File: src/rtl/spike_cls_pkg.sv
// rtl/spike_cls_pkg.sv - shared FSM states and constants for the spike vote classifier
package spike_cls_pkg;

  typedef enum logic [2:0] {
    ST_IDLE,
    ST_COUNT,
    ST_DRAIN,
    ST_SCAN,
    ST_DONE
  } state_e;

  localparam int DRAIN_CYCLES = 2;

endpackage

File: src/rtl/spike_edge_counter.sv
// rtl/spike_edge_counter.sv - gated two-stage spike pipeline with rising-edge potential counter
// Counter saturates when SPIKE_CNT_SAT_EN is defined, otherwise wraps.
module spike_edge_counter #(
  parameter int CNT_W = 3
) (
  input  logic             clk,
  input  logic             rst_n,
  input  logic             clear_i,
  input  logic             gate_i,
  input  logic             en_t_i,
  input  logic             spike_i,
  output logic [CNT_W-1:0] count_o
);

  logic             g;
  logic             s1_q;
  logic             s2_q;
  logic [CNT_W-1:0] cnt_q;
  logic [CNT_W-1:0] cnt_d;

  assign g       = spike_i & en_t_i & gate_i;
  assign count_o = cnt_q;

  always_comb begin
    cnt_d = cnt_q;
    if (s1_q && !s2_q) begin
`ifdef SPIKE_CNT_SAT_EN
      if (cnt_q != {CNT_W{1'b1}}) cnt_d = cnt_q + 1'b1;
`else
      cnt_d = cnt_q + 1'b1;
`endif
    end
  end

  always_ff @(posedge clk) begin
    if (!rst_n || clear_i) begin
      s1_q  <= 1'b0;
      s2_q  <= 1'b0;
      cnt_q <= '0;
    end else begin
      s1_q  <= g;
      s2_q  <= s1_q;
      cnt_q <= cnt_d;
    end
  end

endmodule

File: src/rtl/spike_vote_classifier.sv
// rtl/spike_vote_classifier.sv - framed per-class spike counting with sequential arg-max vote
// Optional saturation of the class counters: SPIKE_CNT_SAT_EN.
module spike_vote_classifier
  import spike_cls_pkg::*;
#(
  parameter int  N_CLASS = 2,
  parameter int  CNT_W   = 3,
  localparam int CLS_W   = $clog2(N_CLASS)
) (
  input  logic                     clk,
  input  logic                     rst_n,
  input  logic                     start,
  input  logic                     window_end,
  input  logic                     en_t,
  input  logic [N_CLASS-1:0]       spike,
  input  logic                     ready,
  output logic [N_CLASS*CNT_W-1:0] potential,
  output logic                     busy,
  output logic                     valid,
  output logic [CLS_W-1:0]         class_id,
  output logic [CNT_W-1:0]         max_count
);

  localparam int IDX_W = $clog2(N_CLASS + 1);

  state_e           state_q, state_d;
  logic [1:0]       drain_q, drain_d;
  logic [IDX_W-1:0] idx_q, idx_d;
  logic [CLS_W-1:0] cls_q, cls_d;
  logic [CNT_W-1:0] max_q, max_d;

  logic [CNT_W-1:0] cnt_arr [N_CLASS];
  logic [CNT_W-1:0] cur_cnt;
  logic             clear;
  logic             gate;

  assign clear = (state_q == ST_IDLE) && start;
  assign gate  = (state_q == ST_COUNT);

  for (genvar i = 0; i < N_CLASS; i++) begin : g_cls
    spike_edge_counter #(.CNT_W(CNT_W)) u_cnt (
      .clk     (clk),
      .rst_n   (rst_n),
      .clear_i (clear),
      .gate_i  (gate),
      .en_t_i  (en_t),
      .spike_i (spike[i]),
      .count_o (cnt_arr[i])
    );
    assign potential[i*CNT_W +: CNT_W] = cnt_arr[i];
  end

  // idx_q reaches N_CLASS only on the commit step, where cur_cnt is unused.
  assign cur_cnt = cnt_arr[idx_q[CLS_W-1:0]];

  always_comb begin
    state_d = state_q;
    drain_d = drain_q;
    idx_d   = idx_q;
    cls_d   = cls_q;
    max_d   = max_q;
    case (state_q)
      ST_IDLE: if (start) state_d = ST_COUNT;
      ST_COUNT: begin
        if (window_end) begin
          state_d = ST_DRAIN;
          drain_d = '0;
        end
      end
      ST_DRAIN: begin
        if (drain_q == 2'(DRAIN_CYCLES - 1)) begin
          state_d = ST_SCAN;
          idx_d   = '0;
        end else begin
          drain_d = drain_q + 1'b1;
        end
      end
      ST_SCAN: begin
        if (idx_q == IDX_W'(N_CLASS)) begin
          state_d = ST_DONE;
        end else begin
          // Strictly-greater replacement keeps the lowest index on ties.
          if (idx_q == '0 || cur_cnt > max_q) begin
            cls_d = idx_q[CLS_W-1:0];
            max_d = cur_cnt;
          end
          idx_d = idx_q + 1'b1;
        end
      end
      ST_DONE: if (ready) state_d = ST_IDLE;
      default: state_d = ST_IDLE;
    endcase
  end

  always_ff @(posedge clk) begin
    if (!rst_n) begin
      state_q <= ST_IDLE;
      drain_q <= '0;
      idx_q   <= '0;
      cls_q   <= '0;
      max_q   <= '0;
    end else begin
      state_q <= state_d;
      drain_q <= drain_d;
      idx_q   <= idx_d;
      cls_q   <= cls_d;
      max_q   <= max_d;
    end
  end

  assign busy      = (state_q == ST_COUNT) || (state_q == ST_DRAIN) || (state_q == ST_SCAN);
  assign valid     = (state_q == ST_DONE);
  assign class_id  = cls_q;
  assign max_count = max_q;

endmodule

File: config.mk
export PLATFORM = sky130hd
export DESIGN_NAME = spike_vote_classifier
export DESIGN_NICKNAME = d
export VERILOG_FILES = /design/src/rtl/spike_cls_pkg.sv /design/src/rtl/spike_edge_counter.sv /design/src/rtl/spike_vote_classifier.sv
export SDC_FILE = /design/constraint.sdc
export NUM_CORES = 1
export LEC_CHECK = 0
export BUFFER_PORTS_ARGS = -buffer_cell sky130_fd_sc_hd__buf_4
export CAP_MARGIN = 30
export CELL_PAD_IN_SITES_DETAIL_PLACEMENT = 0
export CELL_PAD_IN_SITES_GLOBAL_PLACEMENT = 2
export CORE_ASPECT_RATIO = 0.8
export CORE_MARGIN = 2
export CORE_UTILIZATION = 32
export CTS_BUF_LIST = sky130_fd_sc_hd__clkbuf_8 sky130_fd_sc_hd__clkbuf_16
export CTS_CLUSTER_DIAMETER = 80
export DETAILED_ROUTE_END_ITERATION = 10
export PLACE_DENSITY_LB_ADDON = 0.1
export SLEW_MARGIN = 20
export SYNTH_ARGS = -nofsm -noshare
export SYNTH_HDL_FRONTEND = slang
export SYNTH_HIERARCHICAL = 1
export SYNTH_SLANG_ARGS = --single-unit
File: constraint.sdc
create_clock -name clk -period 2.6 [get_ports clk]
set_input_delay 0.52 -clock clk [delete_from_list [all_inputs] [get_ports clk]]
set_output_delay 0.52 -clock clk [all_outputs]
set_load 0.03 [all_outputs]
==> reports/metrics.cfg <==
[run_status]
status = complete, no violations

[run]
cap_violations = 0

[min_path]
hold_depth = 2
hold_path_class = reg -> reg

[floorplanning]
die_w_um = 69.5
core_um2 = 3350
initial_utilization = 0.328
rows = 19
ios = 20
die_y_um = 56.4
die_area_um2 = 3920

[cts]
ctsHtreeMaxLevel = 1
clk_latency_ns = 0.26
clkTransAtPathRegs_ns = 0.08
post_cts_resized = 0
clock_path_buffers = 2
root_buffer = clkbuf_8
cts_sinks = 21
cts_tree = yes
cts_buffers = 3
post-cts-setup-buffers = 0
ctsHoldBuffers = 0

[synthesis]
synth_top_area_cell = dfxtp_1
ys_ff_latch = 21
yosysMostFrequentCell = dfxtp_1
synth.cell_area_um2 = 1100
yosysSeqAreaShare = 0.382
synth_flop_cell = dfxtp_1
synth.area.top_cells = dfxtp_1, ha_1, mux2i_1
synth-edff-count = 0
synth_top_area_frac = 0.382
synth_nets = 136
netlist_top_cells_count = dfxtp_1, nor2_1, nand2_1, mux2i_1
async_flop_share = 0
synth_cell_types = 32
synth_area_per_cell_um2 = 9.09
netlist_instances = 121
ys_warn_count = 6

[power_and_ir_drop]
pwr-share-clk = 0.360
leakage_uw = 0.000543
ir_drop_mv = 0.225
p_sw_uw = 151
intPower_uw = 462
power.density_nw_per_um2 = 466
seq_power_share = 0.547
p_sw_frac = 0.246
combPwrFrac = 0.093

[timing]
finClkSkew_ns = 0.00151
setup_viol = 0
finalHoldViolCount = 0
slew_headroom = 0.739
tightest_slew_ns = 0.391
rsz0062_at_grt = false
fmax_mhz = 456
fin_crit_ns = 2.19
final.setup.tns_ns = 0
layout_setup_ws_ns = 0.405
drv_slew = 0
min_period_over_period = 0.844

[critical_path]
cp-start-kind = register
path_cells = mux2_2 > ha_1 > a21oi_1 > o21ai_0 > a21oi_2 > mux2_2
crit_slowest_cell = dfxtp_1
crit_required_ns = 2.76
critical_path_arrival_ns = 2.35
crit_type = reg -> reg
endpoint_kind = register
cpMostUsedCell = mux2_2
r2r_cells = 6
max_stage_delay_ns = 0.46
crit_fanout = 7

[route]
drt-wirelength-per-cell_um = 11.5
drcViolationCount = 0
wirelength_um = 2100
detail-route-antenna-nets = 0
vias = 841
drt_iter0_drc = 22
dr.pass1.iters = 4
viasPerCell = 4.62

[final_layout]
drive_gt1_frac = 0.229
area_growth_pct = 19.7
n_antenna_cell = 0
fin_nets = 156
final_util = 0.393

[global_route]
grt_pass1_vias = 760
gr-total-overflow = 0
grt_pass1_wl_um = 3640
grt_max_degree = 16
grt.total_usage = 0.119
antenna_found_initial = 0

[place]
port_buffers = 19
dp_slack_ns = 0.414
dp_hpwl_um = 1650
place_congestion = 0.754

-- sequential cells by signal, summed over array words and instances, names as in the netlist --
register and cells:
class_id 1, drain_q 2, g_cls.u_cnt/count_o 6, g_cls.u_cnt/s1_q 2, g_cls.u_cnt/s2_q 2, idx_q 2, max_count 3, state_q 3
-- worst max-delay path, delay by kind of cell, from the launching register on --
family                     cells  cell delay (ns)
DFF                            1             0.46
AOI/OAI and AO/OA              3             0.55
adders and majority gates      1             0.33
muxes                          2             0.75
-- power by group through the flow --
| stage | sequential, uW | combinational, uW | clock, uW |
|---|---|---|---|
| floorplan | 337 | 46.5 | 0 |
| global placement | 343 | 57.7 | 0 |
| detailed placement | 343 | 58.2 | 0 |
| CTS | 336 | 58.2 | 234 |
| global route | 337 | 63.2 | 246 |
| finish | 335 | 57.0 | 221 |
-- per-layer routing --
metal  vias up  global-route usage  part of all wire  wire length, um
met2        15               0.172              0.44              929
met3         2              0.0485             0.049              103
met1       381               0.164              0.50             1050
met4         0              0.0336            0.0076               16
li1        443                   -                 -                -
met5         -                   0                 0                0
-- layout make-up --
| cell class | count | area (um2) |
|---|---|---|
| Timing Repair Buffer | 19 | 143 |
| Multi-Input combinational cell | 89 | 626 |
| Clock buffer | 3 | 41.3 |
| Sequential cell | 21 | 420 |
| Inverter | 7 | 26.3 |
| Clock inverter | 1 | 7.51 |
| Fill cell | 348 | 2040 |
| Tap cell | 42 | 52.6 |
-- path summary, 6_finish.rpt --
check	from	end	slack, ns
worst min-delay path	g_cls[0].u_cnt/s1_q$_SDFF_PP0_	g_cls[0].u_cnt/s2_q$_SDFF_PP0_	0.47
worst max-delay path	idx_q[0]$_SDFFE_PN0P_	max_count[0]$_SDFFE_PN0P_	0.41
worst max register to register	idx_q[0]$_SDFFE_PN0P_	max_count[0]$_SDFFE_PN0P_	0.41
worst min register to register	g_cls[0].u_cnt/s1_q$_SDFF_PP0_	g_cls[0].u_cnt/s2_q$_SDFF_PP0_	0.47
-- through the flow --
step	power [uW]	cells	hold WS [ns]	instance area, um2
3_5_place_dp	401	178	0.455	1270
5_1_grt	646	182	0.503	1320
4_1_cts	628	182	0.468	1320
6_report	613	182	0.466	1320
3_3_place_gp	401	178	0.454	1270
2_1_floorplan	384	121	0.434	1100
-- cells in the final DEF (no fill, tap or decap), types with 2 or more instances in the layout --
cell      Yosys  layout
nand3b_1      3       3
clkbuf_8      0       3
a21oi_2       2       2
ha_1          7       7
nor3b_1       2       2
nor2_1       15      15
xor2_1        2       2
nand3_1       2       2
o21ai_0       3       3
and2_1        4       4
nor2b_1       4       4
and2b_2       2       2
inv_1         7       7
nand2b_1      5       5
xnor2_1       2       2
mux2_2        3       3
mux2i_1       8       8
dfxtp_1      21      21
a21oi_1       7       7
buf_4         1      19
nand2_1       9       9
-- cells by family (layout without fill, tap and decap cells) --
family / count (synthesis) / count (layout) / share of synthesized area
muxes: 11 / 11 / 0.104
AOI/OAI and AO/OA: 15 / 15 / 0.0876
DFF: 21 / 21 / 0.382
adders and majority gates: 7 / 7 / 0.0796
xor gates and xnor gates: 4 / 4 / 0.0319
and+or+nand+nor: 52 / 52 / 0.266
buffers and inverters: 11 / 30 / 0.0489
(Power assumes the default switching activity.)
